`config.mk`:
```
export PLATFORM = sky130hd
export DESIGN_NAME = pq_rand_stim
export DESIGN_NICKNAME = d
export VERILOG_FILES = /design/src/rtl/pq_rand_stim.sv
export SDC_FILE = /design/constraint.sdc
export NUM_CORES = 1
export LEC_CHECK = 0
export CORE_MARGIN = 10
export CORE_UTILIZATION = 42
export CTS_CLUSTER_DIAMETER = 40
export DETAILED_ROUTE_END_ITERATION = 16
export PLACE_DENSITY = 0.79
export SKIP_CTS_REPAIR_TIMING = 1
export SLEW_MARGIN = 40
export SYNTH_ARGS = -nofsm -noshare
export SYNTH_HDL_FRONTEND = slang
export SYNTH_SLANG_ARGS = --single-unit
```
`constraint.sdc`:
```
create_clock -name clk_i -period 3.04 [get_ports clk_i]
set_clock_uncertainty 0.2 [all_clocks]
set_input_delay 0.304 -clock clk_i [delete_from_list [all_inputs] [get_ports clk_i]]
set_output_delay 0.304 -clock clk_i [all_outputs]
set_load 0.05 [all_outputs]
```
`src/rtl/pq_rand_stim.sv`:
```
// Random op sequencer for the priority-queue harness: turns LFSR words into enq/deq commands, occupancy-safe.
// Define PQ_STIM_DRAIN_EN to add a DRAIN state that empties the queue before signalling done.
module pq_rand_stim #(
    parameter int KW    = 16,
    parameter int VW    = 8,
    parameter int DEPTH = 15,
    parameter int OPW   = 16,
    localparam int OCW  = $clog2(DEPTH + 1)
) (
    input  logic               clk_i,
    input  logic               rst_i,
    input  logic               start_i,
    input  logic [OPW-1:0]     num_ops_i,
    input  logic [31:0]        rnd_i,
    output logic               rnd_enb_o,
    input  logic               pq_ready_i,
    output logic               enq_o,
    output logic               deq_o,
    output logic [KW+VW-1:0]   kv_out_o,
    output logic               busy_o,
    output logic               done_o,
    output logic [OCW-1:0]     occupancy_o
);

    typedef enum logic [1:0] {S_IDLE, S_ISSUE, S_DRAIN, S_FIN} state_t;

    localparam logic [OCW-1:0] OCC_FULL = OCW'(DEPTH);
    localparam logic [OCW-1:0] OCC_ONE  = OCW'(1);
    localparam logic [OPW-1:0] OPS_ONE  = OPW'(1);

    state_t         state_q, state_d;
    logic [OPW-1:0] ops_left_q, ops_left_d;
    logic [OCW-1:0] occ_q, occ_d;
    logic           xfer;
    logic           unused_rnd;

    // Bits above the key/value field (except bit 31) carry no meaning here.
    assign unused_rnd = ^rnd_i;

    assign kv_out_o    = {rnd_i[KW-1:0], rnd_i[KW+VW-1:KW]};
    assign occupancy_o = occ_q;
    assign busy_o      = (state_q == S_ISSUE) || (state_q == S_DRAIN);
    assign done_o      = (state_q == S_FIN);

    always_comb begin
        enq_o = 1'b0;
        deq_o = 1'b0;
        case (state_q)
            S_ISSUE: begin
                // Occupancy limits override the random op select.
                if (occ_q == '0)             enq_o = 1'b1;
                else if (occ_q == OCC_FULL)  deq_o = 1'b1;
                else if (rnd_i[31])          enq_o = 1'b1;
                else                         deq_o = 1'b1;
            end
`ifdef PQ_STIM_DRAIN_EN
            S_DRAIN: deq_o = 1'b1;
`endif
            default: ;
        endcase
        xfer      = (enq_o | deq_o) & pq_ready_i;
        rnd_enb_o = xfer;
    end

    always_comb begin
        state_d    = state_q;
        ops_left_d = ops_left_q;
        occ_d      = occ_q;
        if (xfer) begin
            occ_d = enq_o ? occ_q + 1'b1 : occ_q - 1'b1;
        end
        case (state_q)
            S_IDLE: begin
                if (start_i) begin
                    if (num_ops_i != '0) begin
                        ops_left_d = num_ops_i;
                        state_d    = S_ISSUE;
                    end else begin
                        state_d = S_FIN;
                    end
                end
            end
            S_ISSUE: begin
                if (xfer) begin
                    ops_left_d = ops_left_q - 1'b1;
                    if (ops_left_q == OPS_ONE) begin
`ifdef PQ_STIM_DRAIN_EN
                        state_d = (occ_d == '0) ? S_FIN : S_DRAIN;
`else
                        state_d = S_FIN;
`endif
                    end
                end
            end
`ifdef PQ_STIM_DRAIN_EN
            S_DRAIN: begin
                if (xfer && occ_q == OCC_ONE) state_d = S_FIN;
            end
`endif
            S_FIN:   state_d = S_IDLE;
            default: state_d = S_IDLE;
        endcase
    end

    always_ff @(posedge clk_i or posedge rst_i) begin
        if (rst_i) begin
            state_q    <= S_IDLE;
            ops_left_q <= '0;
            occ_q      <= '0;
        end else begin
            state_q    <= state_d;
            ops_left_q <= ops_left_d;
            occ_q      <= occ_d;
        end
    end

endmodule

```
* Word-level counts from Yosys, hierarchy flattened
Index checks and enable logic that the tools add are counted.
** Storage, ports and cells
- Register bits after elaboration :: 22
** Operators by class
- $add $sub $neg :: 3
- Bitwise gates (word level) :: 2
- Equal/unequal tests :: 9
- Mux-type cells :: 18
- Reduce and logical (&&, ||, !) cells :: 7
** Operators by type and width (number)
- two-way mux 16 bit :: 3
- one-hot mux 16 bit (2 select lines) :: 1
- == test 16 x 1 -> 1 bit, second input constant :: 1
- nonzero test 16 bit :: 1
- subtractor 16 x 1 -> 16 bit, second input constant :: 1
- two-way mux 1 bit :: 8
- two-way mux 2 bit :: 4
- inequality test 2 bit, second input constant :: 3
- adder 4 x 1 -> 4 bit, second input constant :: 1
- == test 2 bit, second input constant :: 2
- == test 4 bit, second input constant :: 1
- zero test 4 bit :: 1
- two-way mux 4 bit :: 1
- one-hot mux 2 bit (2 select lines) :: 1
- AND reduction 4 bit :: 1
- subtractor 4 x 1 -> 4 bit, second input constant :: 1
- AND reduction 3 bit :: 1
- == test 2 x 1 -> 1 bit, second input constant :: 1
- zero test 2 bit :: 1
- inequality test 2 x 1 -> 1 bit, second input constant :: 1
- nonzero test 2 bit :: 1
- bitwise AND 1 bit :: 1
- logical OR 1 bit :: 1
- bitwise OR 1 bit :: 1

* Logic depth before layout (Yosys ltp)
Gate-level depths: netlist (run 1).
- Word-level depth :: 8
- Depth in mapped cells :: 12

* Worst setup path after synthesis (run 1)
OpenSTA, ideal clock, no wires.
- Kind :: register to register
- From :: register state_q[1]
- To :: register occ_q[3], in the netlist occupancy_o[3]
- Data arrival time :: 2.394 ns
- Stages on the path, launching flop included :: 13
- Slack :: 0.301 ns
- Setup time :: 0.145 ns
- Required time :: 2.695 ns
- Cells stage by stage :: dfrtp_1 inv_1 ha_1 buf_2 clkbuf_1 clkbuf_1 nand2_1 ha_1 a21o_1 a21oi_1 nand2b_1 mux2i_1 xor2_1
** On the way
- Longest elaborated chain between the ends :: 4
- Elaborated cells between the ends (all ways) :: 6
** RTL lines
- from (decl) :: RTL line 31 : state_t state_q, state_d;
- from (signal assigned) :: RTL line 111 : state_q <= state_d;
- == test 2 x 1 -> 1 bit (*) :: RTL line 48 : case (state_q)
- two-way mux 1 bit :: RTL line 48
- bitwise OR 1 bit :: RTL line 61 : xfer = (enq_o | deq_o) & pq_ready_i;
- bitwise AND 1 bit :: RTL line 61
- to (signal assigned) :: RTL line 109 : occ_q <= '0;
- to (signal assigned) :: RTL line 113 : occ_q <= occ_d;
- to (decl) :: RTL line 33 : logic [OCW-1:0] occ_q, occ_d;
Every way passes the cells marked *; elsewhere a longest branch is shown, timed or not.
A chain may end at the register's enable or synchronous reset.

* Worst setup path after layout (run 1)
- From :: register occ_q[1], in the netlist occupancy_o[1]
- To :: register occ_q[3], in the netlist occupancy_o[3]
** On the way
- Longest elaborated chain between the ends :: 6
- Elaborated cells between the ends (all ways) :: 13
** RTL lines
- == test 4 bit :: RTL line 52 : else if (occ_q == OCC_FULL) deq_o = 1'b1;
- two-way mux 1 bit :: RTL line 52
- two-way mux 1 bit :: RTL line 51 : if (occ_q == '0) enq_o = 1'b1;
- two-way mux 1 bit :: RTL line 48
- bitwise OR 1 bit :: RTL line 61
- bitwise AND 1 bit :: RTL line 61
Parallel ways exist; a longest one is shown, timed or not.

==> results of run 1 <==
worst max-delay path, stage by stage (launching register included):
cell and delay (ps):
dfrtp_1 460, nor3_1 220, nor2_1 60, a21oi_1 250, nand2_1 190, ha_1 320
a21o_1 170, a21oi_1 180, nand2b_1 130, mux2i_1 80, xor2_1 160
worst max-delay path by stage:
stage | endpoint | slack, ps | cells past startpoint
2_1_floorplan | occupancy_o[3]$_DFFE_PP0P_ | 300 | 12
3_3_place_gp | occupancy_o[3]$_DFFE_PP0P_ | 420 | 10
3_5_place_dp | occupancy_o[3]$_DFFE_PP0P_ | 340 | 10
4_1_cts | occupancy_o[3]$_DFFE_PP0P_ | 470 | 10
5_1_grt | occupancy_o[3]$_DFFE_PP0P_ | 280 | 10
6_report | occupancy_o[3]$_DFFE_PP0P_ | 510 | 10
state kept, by name, summed over array words and instances, names as in the netlist:
| signal | count |
|---|---|
| state_q | 2 |
| occupancy_o | 4 |
| ops_left_q | 16 |
layout make-up:
class	count	area (um2)
Fill cell	392	2040
Sequential cell	22	551
Timing Repair Buffer	33	350
Inverter	11	41.3
Multi-Input combinational cell	142	985
Clock buffer	4	55.1
Tap cell	50	62.6
routing by layer:
layer | GRT usage | vias up | routed length [um]
li1 | - | 743 | -
met1 | 0.130 | 717 | 1890
met2 | 0.202 | 58 | 2110
met3 | 0.0350 | 8 | 351
met4 | 0.0449 | 0 | 47
met5 | 0 | - | 0
through the flow:
step                      instances  setup slack [ps]
after floorplan                 208               301
after global placement          258               422
after detailed placement        258               338
after CTS                       262               473
after global routing            262               280
final                           262               512
layout by cell type (no fill, tap or decap), drive strengths merged, types with 3 or more instances in the layout:
cell type,instances
nand2,19
or3,3
dfrtp,22
buf,7
nand2b,3
clkdlybuf4s50,26
ha,7
clkbuf,4
inv,11
nor3,8
a22o,3
a21oi,13
o21ai,12
a31oi,7
nor2,11
o2bb2ai,3
nand4,3
a2bb2oi,3
nor4,4
nand3,11
o22ai,3
o31ai,7
cells by family (layout without fill, tap and decap cells):
logic type	Yosys count	in the layout	synth area share
AOI/OAI and AO/OA	60	60	0.235
xor gates and xnor gates	3	3	0.0145
adders and majority gates	8	8	0.0595
buffers and inverters	44	48	0.151
DFF	22	22	0.304
muxes	2	2	0.0118
and+or+nand+nor	69	69	0.224
report_power, final:
part | switching, mW | leakage (nW) | internal (mW)
Combinational | 0.830 | 0.545 | 0.582
Clock | 0.101 | 0.0288 | 0.116
Sequential | 0.185 | 0.260 | 0.443
==> metrics, run 1 <==
status=complete, no violations; leakage=between 0.8 and 0.9 nW; Tot Pwr=roughly 2.3 mW; Final ANT Viol Nets=0; Die Area=~7300 um2; final hold vios=0; clock transition at the registers of the reported paths=80 ps; YS warnings=0; fin crit period=approximately 2500 ps; WS Path Type=flip-flop to flip-flop; area leader, netlist=dfrtp_1; max-cap check violation count=0; Mapped Area=1810 um2; top post-synthesis cells by count=buf_4 (24), dfrtp_1 (22), nand2_1 (19); syn nets=around 270; vias in the first global route=1621; Inserted Diodes=0; sequential area share after synthesis=0.304; Non-Filler Cell Area, Final=2040 um2; post-DR wirelength/cell=about 17 um; Synth Register Bits=22; EDFF count, synth=0; top post-synthesis cells by area=dfrtp_1 (30%), buf_4 (10%), ha_1 (4.8%), nand2_1 (3.9%), a21oi_1 (3.6%); share of layout cells above drive strength 1=0.104; routability congestion estimate from global placement=roughly 0.8; Post-Syn Instances=~210; CORE AREA=approximately 4000 um2; Post-synth ARST share=1.00; Initial Util=0.442; Post-Route WL=roughly 4.4 mm; DR DRC count=0; initial antenna violation count=0; Final Util=0.500; RSZ-0062 raised after global routing=false; R2R Path End=occupancy_o[3]$_DFFE_PP0P_; Hold WC Path Type=input pin to asynchronous set/reset pin; Placement Cell Area=between 1500 and 2000 um2; Hold WS=174 ps; reg-to-reg startpoint=occupancy_o[1]$_DFFE_PP0P_; R2R Setup Slk=just over 500 ps; Max Fanout on Critical Path=6; fin crit share=0.832; die width=between 80 and 90 um; DR iter-0 viols=between 100 and 150; fmax=approximately 400 MHz; Synth Flop Type=dfrtp_1; Max-slew headroom=0.648; worst r2r path cells=10; CTS tree=done; Pre-antenna DRT Iters=4; Tot GR Track Use=0.116; IO Count=85; Slew @ Worst Pin=approximately 530 ps; largest net degree at the start of global routing=23; IO buf count=29; GRT Residual Overflow=0; Worst setup SP type=flip-flop; P per Cell Area=1100 nW/um2; Die Ht=around 86 um; share of the synthesized area in the top cell type=0.304; CTS Buf Count=3; buffer depth of the longest clock path=2; CP arrival=between 2000 and 2500 ps; setup_tns=0 ps; Placement Rows=23; Area Overhead vs Synth=13.1%; Skew-Pair Late Insertion Delay=approximately 270 ps; vias per cell=around 5.8; number of distinct library cells after synthesis=50; Root Buffer=clkbuf_8; CP startpoint=occupancy_o[1]$_DFFE_PP0P_; setup violators final=0; Pins Over Slew Limit=0; first-pass GRT wire length=7.25 mm; H-tree levels=1; Post-DP HPWL=~3.3 mm; clock tree sinks=22; routed vias=1526; CP required=approximately 3000 ps; average size of a mapped cell=between 8 and 9 um2; most common cell in the netlist=buf_4; Crit. End Element=flip-flop; worst vdd ir=496 uV; fin nets=273
Note: power is estimated with default switching activity, not from simulation.
==> inputs of run 2 (changes only) <==
==> constraint.sdc (replaced) <==
create_clock -name clk_i -period 2.62 [get_ports clk_i]
set_clock_uncertainty 0.2 [all_clocks]
set_input_delay 0.262 -clock clk_i [delete_from_list [all_inputs] [get_ports clk_i]]
set_output_delay 0.262 -clock clk_i [all_outputs]
set_load 0.05 [all_outputs]
==> run 2 against run 1 <==
  * Total power grew 18%
  * Count of clock-buffer cells in the layout is the same
  * Highest routed layer unchanged
  * First-iteration DRC count is 52% higher
  * Critical endpoint is now deq_o
  * Final area is 1.8% higher
==> metrics, run 2 (synthesis results as in run 1) <==
CTS Buf Count=3 (unchanged); DR DRC count=0 (unchanged); P per Cell Area=1280 nW/um2 (+16%); Die Ht=85.6 um (unchanged); worst r2r path cells=7 (-3); fin crit share=0.896; Post-DP HPWL=3.42 mm (+2.6%); slowest cell delay on critical path=410 ps (-50 ps); GRT Residual Overflow=0 (unchanged); max-cap check violation count=0 (unchanged); buffer depth of the longest clock path=2 (unchanged); leakage=0.858 nW (+3.0%); routability congestion estimate from global placement=0.915 (+12%); routed vias=1562 (+2.4%); share of layout cells above drive strength 1=0.120 (+0.0160); clock tree sinks=22 (unchanged); Initial Util=0.442 (unchanged); Crit path depth=7 (-3); setup violators final=0 (unchanged); RSZ-0062 raised after global routing=false; Placement Cell Area=2030 um2 (+1.9%); die width=85.6 um (unchanged); vias in the first global route=1583 (-2.3%); clock transition at the registers of the reported paths=90 ps (about the same); post-route insts no fill=267 (+1.9%); Worst setup SP type=flip-flop; Crit. End Element=primary output; CORE AREA=4090 um2 (unchanged); commonest non-fill, non-tap cells in the layout=clkdlybuf4s50_1 (26), dfrtp_1 (22), nand2_1 (19); Area Overhead vs Synth=15.2%; CTS tree=done; Max Fanout on Critical Path=14 (+8); Worst Path Buf+Inv=5 (+5); post-DR wirelength/cell=16.9 um (+0.70%); R2R Path End=ops_left_q[9]$_DFFE_PP0P_; Pre-antenna DRT Iters=4 (unchanged); first-pass GRT wire length=7.58 mm (+4.6%); DR iter-0 viols=175 (+52%); Tot GR Track Use=0.121 (+0.00508); commonest non-fill, non-tap cell in the layout=clkdlybuf4s50_1; Max-slew headroom=0.641 (-0.00754); Setup Slack @ Placement=197 ps (-141 ps); setup_tns=0 ps (unchanged); fin nets=278 (+1.8%); initial antenna violation count=0 (unchanged); Die Area=7330 um2 (unchanged); Root Buffer=clkbuf_8; R2R Setup Slk=290 ps (-220 ps); H-tree levels=1 (unchanged); Post-Route WL=4.51 mm (+2.6%); Largest delay share family, worst path=buffers and inverters; placed cells=263 (+1.9%); Final ANT Viol Nets=0 (unchanged); worst vdd ir=580 uV (+17%); final worst-path setup slack=274 ps (-238 ps); status=complete, no violations; final hold vios=0 (unchanged); Non-Filler Cell Area, Final=2080 um2 (+1.8%); Inserted Diodes=0 (unchanged); Top reg by flops=ops_left_q; Slew @ Worst Pin=538 ps (+11.3 ps); max reg flops=16 (unchanged); fin crit period=roughly 2300 ps; Placement Rows=23 (unchanged); largest net degree at the start of global routing=23 (unchanged); Pins Over Slew Limit=0 (unchanged); IO Count=85 (unchanged); crit path cell chain=inv_1, ha_1, buf_4, inv_1, buf_4, nor2_1, buf_12; Hold WC Path Type=input pin to asynchronous set/reset pin; reg-to-reg startpoint=state_q[1]$_DFFE_PP0P_; CP max-delay cell=dfrtp_1; CP arrival=1880 ps (-600 ps); WS Path Type=flip-flop to primary output; CP startpoint=state_q[1]$_DFFE_PP0P_; vias per cell=5.85 (+0.44%); fmax=426 MHz; CP required=2160 ps (-830 ps); Hold WS=127 ps (-46.9 ps); IO buf count=29 (unchanged); Skew-Pair Late Insertion Delay=270 ps (about the same)
[run 2: final cells by class]
cell class	instances	area, um2
clock buffer	4	55.1
fill	390	2000
inverter	11	41.3
multi-input combinational	142	985
sequential	22	551
tap	50	62.6
timing repair buffer	38	388
[run 2: worst min-delay path: stages]
cell	delay, ps
clkdlybuf4s50_1	400
inv_1	50
buf_4	280
[run 2: power by group]
group / switching [mW] / leakage [nW] / internal [mW]
Sequential: 0.214 / 0.260 / 0.514
Combinational: 0.980 / 0.570 / 0.703
Clock: 0.119 / 0.0288 / 0.134
Total: 1.31 / 0.858 / 1.35
[run 2: through the flow]
stage	total power [mW]	util
after floorplan	2.00	-
after global placement	2.35	0.496
after detailed placement	2.42	0.496
after CTS	2.67	0.509
after global routing	2.88	0.509
final	2.66	0.509
[run 2: metal layers]
layer,GRT usage,vias to the layer above,routed length (um)
met3,0.0360,6,305
li1,-,747,-
met5,0,-,0
met2,0.199,60,2190
met4,0.0269,0,29
met1,0.153,749,1980
[run 2: worst max path at each step]
stage / endpoint / slack (ps)
floorplan: occupancy_o[3]$_DFFE_PP0P_ / 60
global placement: ops_left_q[9]$_DFFE_PP0P_ / 200
detailed placement: ops_left_q[3]$_DFFE_PP0P_ / 200
CTS: deq_o / 270
global route: occupancy_o[3]$_DFFE_PP0P_ / 30
finish: deq_o / 270
==> inputs of run 3 (changes only) <==
--- a/config.mk
+++ b/config.mk
@@ -7,6 +7,7 @@
 export LEC_CHECK = 0
 export CORE_MARGIN = 10
 export CORE_UTILIZATION = 42
+export CTS_BUF_LIST = sky130_fd_sc_hd__clkbuf_8 sky130_fd_sc_hd__clkbuf_16
 export CTS_CLUSTER_DIAMETER = 40
 export DETAILED_ROUTE_END_ITERATION = 16
 export PLACE_DENSITY = 0.79
@@ -15,3 +16,4 @@
 export SYNTH_ARGS = -nofsm -noshare
 export SYNTH_HDL_FRONTEND = slang
 export SYNTH_SLANG_ARGS = --single-unit
+export TNS_END_PERCENT = 100
==> results of run 3 <==
No change in the layout: final DEF, timing and power equal those of run 2.
